==> src/rtl/adder_pkg.sv <==
// Shared types and elaboration helpers for the chunked sequential adder.
package adder_pkg;

  typedef enum logic [1:0] {
    IDLE = 2'd0,
    BUSY = 2'd1,
    DONE = 2'd2
  } state_t;

  function automatic int calc_nchunk(input int width, input int chunk);
    return width / chunk;
  endfunction

  // Index register needs at least one bit even when there is a single chunk.
  function automatic int calc_idx_w(input int nchunk);
    return (nchunk > 1) ? $clog2(nchunk) : 1;
  endfunction

endpackage

==> src/rtl/adder_chunk.sv <==
// Combinational CHUNK-bit adder slice with carry in and carry out.
module adder_chunk #(
  parameter int CHUNK = 4
) (
  input  logic [CHUNK-1:0] x,
  input  logic [CHUNK-1:0] y,
  input  logic             ci,
  output logic [CHUNK-1:0] s,
  output logic             co
);

  assign {co, s} = {1'b0, x} + {1'b0, y} + {{CHUNK{1'b0}}, ci};

endmodule

==> src/rtl/adder_nbit_seq.sv <==
// Multi-cycle adder/subtractor: one CHUNK-bit slice per clock, carry rippled
// through a register, valid/ready handshakes on both sides.
module adder_nbit_seq
  import adder_pkg::*;
#(
  parameter int WIDTH = 8,
  parameter int CHUNK = 4
) (
  input  logic             clk,
  input  logic             rst_n,
  input  logic             in_valid,
  output logic             in_ready,
  input  logic [WIDTH-1:0] a,
  input  logic [WIDTH-1:0] b,
  input  logic             sub,
  output logic             out_valid,
  input  logic             out_ready,
  output logic [WIDTH-1:0] sum,
  output logic             carry,
  output logic             overflow
);

  // state | meaning
  // IDLE  | waiting for operands, in_ready=1
  // BUSY  | adding one chunk per edge, LSB chunk first
  // DONE  | result held with out_valid=1 until out_ready

  localparam int NCHUNK = calc_nchunk(WIDTH, CHUNK);
  localparam int IDXW   = calc_idx_w(NCHUNK);
  localparam logic [IDXW-1:0] LAST_IDX = IDXW'(NCHUNK - 1);

  if (WIDTH < 2 || (WIDTH % CHUNK) != 0) begin : g_param_check
    $error("adder_nbit_seq: WIDTH must be >= 2 and divisible by CHUNK");
  end

  state_t           state;
  logic [WIDTH-1:0] op_a;
  logic [WIDTH-1:0] op_b;
  logic             cin;
  logic [IDXW-1:0]  idx;

  int               shamt;
  logic [WIDTH-1:0] a_sh;
  logic [WIDTH-1:0] b_sh;
  logic [CHUNK-1:0] x;
  logic [CHUNK-1:0] y;
  logic [CHUNK-1:0] s;
  logic             co;
  logic [WIDTH-1:0] chunk_mask;
  logic [WIDTH-1:0] s_placed;
  logic [WIDTH-1:0] sum_next;

  // A single slice is shared across chunks; idx selects which bits feed it.
  assign shamt = int'(idx) * CHUNK;
  assign a_sh  = op_a >> shamt;
  assign b_sh  = op_b >> shamt;
  assign x     = a_sh[CHUNK-1:0];
  assign y     = b_sh[CHUNK-1:0];

  adder_chunk #(.CHUNK(CHUNK)) u_chunk (
    .x  (x),
    .y  (y),
    .ci (cin),
    .s  (s),
    .co (co)
  );

  assign chunk_mask = WIDTH'({CHUNK{1'b1}}) << shamt;
  assign s_placed   = WIDTH'(s) << shamt;
  assign sum_next   = (sum & ~chunk_mask) | s_placed;

  always_ff @(posedge clk or negedge rst_n) begin
    if (!rst_n) begin
      state     <= IDLE;
      in_ready  <= 1'b1;
      out_valid <= 1'b0;
      sum       <= '0;
      carry     <= 1'b0;
      overflow  <= 1'b0;
      op_a      <= '0;
      op_b      <= '0;
      cin       <= 1'b0;
      idx       <= '0;
    end else begin
      case (state)
        IDLE: begin
          if (in_valid) begin
            op_a     <= a;
            op_b     <= sub ? ~b : b;
            cin      <= sub;
            idx      <= '0;
            in_ready <= 1'b0;
            state    <= BUSY;
          end
        end
        BUSY: begin
          sum <= sum_next;
          cin <= co;
          if (idx == LAST_IDX) begin
            carry     <= co;
            // The final slice holds the result MSB, so s[CHUNK-1] is sum's MSB.
            overflow  <= (op_a[WIDTH-1] == op_b[WIDTH-1]) && (s[CHUNK-1] != op_a[WIDTH-1]);
            out_valid <= 1'b1;
            idx       <= '0;
            state     <= DONE;
          end else begin
            idx <= idx + IDXW'(1);
          end
        end
        DONE: begin
          if (out_ready) begin
            out_valid <= 1'b0;
            in_ready  <= 1'b1;
            state     <= IDLE;
          end
        end
        default: begin
          out_valid <= 1'b0;
          in_ready  <= 1'b1;
          state     <= IDLE;
        end
      endcase
    end
  end

endmodule

==> config.mk <==
export PLATFORM = sky130hd
export DESIGN_NAME = adder_nbit_seq
export DESIGN_NICKNAME = d
export VERILOG_FILES = /design/src/rtl/adder_pkg.sv /design/src/rtl/adder_chunk.sv /design/src/rtl/adder_nbit_seq.sv
export SDC_FILE = /design/constraint.sdc
export NUM_CORES = 1
export LEC_CHECK = 0
export ABC_AREA = 1
export BUFFER_PORTS_ARGS = -buffer_cell sky130_fd_sc_hd__buf_2
export CAP_MARGIN = 25
export CORE_ASPECT_RATIO = 1.1
export CORE_MARGIN = 4
export CORE_UTILIZATION = 45
export DETAILED_ROUTE_END_ITERATION = 8
export MAX_ROUTING_LAYER = met4
export PLACE_DENSITY = 0.66
export SLEW_MARGIN = 20
export SYNTH_ARGS = -nofsm -noshare
export SYNTH_HDL_FRONTEND = slang
export SYNTH_SLANG_ARGS = --single-unit
==> constraint.sdc <==
create_clock -name clk -period 3.31 [get_ports clk]
set_input_delay 0.8275 -clock clk [delete_from_list [all_inputs] [get_ports clk]]
set_output_delay 0.8275 -clock clk [all_outputs]
set_load 0.02 [all_outputs]
-- After elaboration in Yosys (flattened, before gate mapping)
Cells that the tools add are included.
- $add $sub $neg: 3
- shifts and indexed selects: 4
- eq/ne operators: 7
- reduce and logical (&&, ||, !) cells: 9
- mux-type cells: 15
- bitwise gates (word level): 6
- operator list (cell ; count):
    $not A8 Y8 ; 2
    $shr A8 B3 Y4 ; 2
    $reduce_and A3 Y1 ; 3
    $and A8 B8 Y8 ; 1
    $mux W8 ; 1
    $or A8 B8 Y8 ; 1
    $shl A4 B3 Y8 ; 1
    $shl A4 B3 Y8 const A ; 1
    $mux W1 ; 6
    $mux W2 ; 3
    $ne A2 B2 Y1 const B ; 3
    $pmux W1 S3 ; 2
    $pmux W2 S3 ; 1
    $reduce_and A2 Y1 ; 3
    $add A4 B4 Y5 ; 1
    $add A5 B1 Y5 ; 1
    $pmux W1 S2 ; 2
    $eq A2 B1 Y1 const B ; 1
    $eq A2 B2 Y1 const B ; 1
    $logic_not A2 Y1 ; 1
    $not A1 Y1 ; 2
    $reduce_bool A2 Y1 ; 1
    $add A1 B1 Y1 const B ; 1
    $eq A1 B1 Y1 ; 1
    2 further kinds ; 2
- input bits: 21
- logic and storage cells: 54
- output and inout bits: 12
- flip-flop bits (word level): 32

-- Logic depth before layout (Yosys ltp)
- depth after elaboration: 5
- depth in mapped cells: 11
- depth with buffers taken out: 11

-- Cells and area by module
A second synthesis with hierarchy kept.
- cell total of the unflattened synthesis: 219
- area, all modules: 1646.6 sq um
- by module, submodules not included (module ; instances ; area each (sq um) ; seq. area each (sq um) ; cells an instance):
    adder_nbit_seq ; 1 ; 1481.4 ; 802.0 ; 194
    adder_chunk ; 1 ; 165.2 ; 0.0 ; 25

-- Worst setup path after synthesis
Ideal clock, no wire load.
- path type: register to register
- start: register idx
- end: register cin
- path buffers: 1
- data arrival time: 1841 ps
- required time: 3185 ps
- setup slack: 1344 ps
- cell stages (with the launch flop): 10
- period minus slack after synthesis: 1966 ps
- library setup time: 125 ps
- cells stage by stage: dfrtp_1 -> buf_2 -> nand2_1 -> nand2_1 -> fa_1 -> fa_1 -> a21oi_1 -> o21bai_1 -> nand3_1 -> nand3_1
- cells in the longest elaborated chain, start to end: 4
- elaborated cells between the ends (all ways): 5
- those cells by class: add/sub: 2; shift: 2; mux: 1
- ends and longest elaborated chain (item ; RTL line ; RTL):
    from (decl) ; adder_nbit_seq.sv:40 ; logic [IDXW-1:0] idx;
    from (signal assigned) ; adder_nbit_seq.sv:107 ; idx <= idx + IDXW'(1);
    $shr A8 B3 Y4, on equally long branches ; adder_nbit_seq.sv:55, adder_nbit_seq.sv:56 ;
    $add A4 B4 Y5 (*) ; adder_chunk.sv:12 ; assign {co, s} = {1'b0, x} + {1'b0, y} + {{CHUNK{1'b0}}, ci};
    $add A5 B1 Y5 (*) ; adder_chunk.sv:12 ;
    $pmux W1 S2 (*) ; adder_nbit_seq.sv:85 ; case (state)
    to (signal assigned) ; adder_nbit_seq.sv:90 ; cin <= sub;
    to (signal assigned) ; adder_nbit_seq.sv:98 ; cin <= co;
    to (decl) ; adder_nbit_seq.sv:39 ; logic cin;
Every way passes the cells marked *; elsewhere a longest branch is shown, timed or not.
A chain may end at the register's enable or synchronous reset.

-- Worst setup path in the final report
Same ends and word-level chain as after synthesis.

==> flow_summary.ini <==
[setup_path]
cpPeakStageDelay_ns = 0.57
crit_fanout = 11
slowest_stage = dfrtp_1
cp-start-kind = flip-flop
crit_path_end_kind = flip-flop
cp_cell_sequence = inv_2 > nand2_1 > nand2_1 > fa_1 > fa_1 > a21oi_1 > o21bai_1 > nand3_1 > nand3_1
r2r-start = idx
worstPathArrival_ns = 2.49
crit_required_ns = 3.53
worstSetupPathType = reg2reg
crit_path_start = idx
critPathTopFamily = adder cells
path_buf_inv = 1

[cells_and_area]
n_antenna_cell = 0
syn_to_final_growth_pct = 15.0
fillers = 348
final_cells = 268
post-route-util_pct = 54.4
final_nets = 245
drive_gt1_share_pct = 24.1

[sta]
slew_headroom_pct = 53.8
max_freq_mhz = 440
hold_slack_ns = 0.475
period_needed_ns = 2.27
setup_viol = 0
hold_viol_final = 0
fin_skew_ns = 0.00941
min_period_over_period_pct = 68.7
slew_violations = 0
worstMarginPinSlew_ns = 0.693
rsz0062_at_grt = false
setup_tns_ns = 0

[placed_design]
place.detailed.hpwl_um = 2300
portBuffers = 32
place_congestion = 0.836
placedCellCount = 260

[die]
fp.dieW_um = 64.7
start_util_pct = 47.3
dieArea_um2 = 4550
io_pins = 33
fp.coreArea_um2 = 3360
num_rows = 22
die_h_um = 70.3

[pwr]
p_leak_nw = 0.991
p_per_area_nw_per_um2 = 1020
power_mw = 1.86
ir_worst_vdd_mv = 0.373

[routing]
totalWireLength_um = 3010
wire_per_inst_um = 11.2
initialDrtViolationCount = 46
vias = 1233
ant_nets = 0
via_per_inst = 4.60
drc = 0
drtPass1Iterations = 4

[clock_tree]
path_clk_slew_ns = 0.09
post_cts_buffers = 0
h-tree-depth = 2
cts_sinks = 32
clk_path_buf_depth = 2
cts-resized-gates = 0
clk_latency_ns = 0.33
postCtsHoldBufs = 0
cts_buffers = 5
cts_tree = built
cts_root_buf = clkbuf_4

[run]
cap_violations = 0

[global_route]
gr-total-overflow = 0
met3_usage_pct = 5.47
track_usage_pct = 15.7
busiest_layer = met2
grtUsageMet2_pct = 23.9
grt_pass1_vias = 1151
grt.met1_usage_pct = 19.2
grt_pass1_wl_um = 5270
grt_max_degree = 33
antenna_found_initial = 0

[logic_synthesis]
syn-cell-area_um2 = 1590
syn_avg_cell_area_um2 = 8.64
syn_inst = 184
synth_top_area_cell = dfrtp_1
ys_ff_latch = 32
yosysTopAreaCellShare_pct = 48.8
yosysWarningCount = 0
yosysUniqueCellTypes = 23
syn_nets = 210
yosysSeqAreaShare_pct = 50.5
yosys-top-cells-area = dfrtp_1 49%, nand2_1 20%, xnor2_1 4.4%

[outcome]
status = completed

[worst_hold_path]
worstHoldPathType = reg2reg
-- Yosys cell counts --
| library cell | instances |
|---|---|
| xor2_1 | 1 |
| nor2_4 | 2 |
| dfrtp_1 | 31 |
| nand2_4 | 2 |
| buf_2 | 2 |
| fa_1 | 2 |
| o21ai_1 | 4 |
| ha_1 | 3 |
| inv_2 | 4 |
| xnor2_1 | 8 |
| dfstp_2 | 1 |
| nand3_1 | 8 |
| o21ai_0 | 9 |
| nor2_2 | 1 |
| o21bai_1 | 1 |
| nand2_1 | 83 |
| nor2_1 | 4 |
| inv_1 | 7 |
| buf_6 | 2 |
| o21ai_2 | 3 |
| a21oi_1 | 3 |
| nor3_1 | 1 |
| nand3_2 | 2 |
-- worst min-delay path: stages (launching register included) --
cell and delay, ns:
dfrtp_1 0.35, nand2_1 0.05, nand2_1 0.04
-- stage by stage --
step           worst slack (ns)  area (um^2)
2_1_floorplan              1.34         1590
3_3_place_gp               1.11         1780
3_5_place_dp               1.02         1780
4_1_cts                    1.02         1830
5_1_grt                   0.859         1830
6_report                   1.04         1830
-- power breakdown --
part           internal, mW  switching, mW  leakage [nW]
logic                 0.342          0.603         0.561
registers             0.579          0.130         0.400
clock network        0.0826          0.123        0.0293
total                  1.00          0.856         0.991
-- cell families (layout without fill, tap and decap cells) --
family                     after synthesis  after routing  synth area share [%]
and+or+nand+nor                        103            103                  27.9
DFF                                     32             32                  50.5
AOI/OAI and AO/OA                       20             20                  7.17
buffers and inverters                   15             51                  4.65
xor gates and xnor gates                 9              9                  4.96
adders and majority gates                5              5                  4.88
-- layer usage --
| metal | part of all wire, % | vias up |
|---|---|---|
| li1 | - | 646 |
| met1 | 46 | 551 |
| met2 | 47 | 29 |
| met3 | 5.0 | 7 |
| met4 | 2.0 | 0 |
| met5 | 0 | - |
-- final cells by class --
cell class                 count  area (um^2)  area share (%)
inverter                      11         41.3            2.26
tap                           48         60.1            3.29
timing repair buffer          32          160            8.77
clock buffer                   7         45.0            2.47
multi-input combinational    137          713            39.0
sequential                    32          802            43.9
clock inverter                 1         5.00           0.274
-- final timing paths --
check                                             end  slack [ns]  cells past startpoint
min                                         flip-flop        0.47                      2
max reg2reg                                       cin        1.04                      9
min in group asynchronous  asynchronous set/reset pin        0.53                      1
max in group asynchronous                     op_a[3]        2.32                      1
max                                               cin        1.04                      9
min reg2reg                                 flip-flop        0.47                      2
-- layout by cell type (no fill, tap or decap), types with 4 or more instances in the layout --
| cell | count |
|---|---|
| o21ai_0 | 9 |
| buf_2 | 32 |
| dfrtp_1 | 31 |
| nand2_1 | 83 |
| inv_1 | 7 |
| clkbuf_4 | 5 |
| xnor2_1 | 8 |
| inv_2 | 4 |
| o21ai_1 | 4 |
| nor2_1 | 4 |
| nand3_1 | 8 |
No activity file was read; power rests on OpenSTA's default activity.
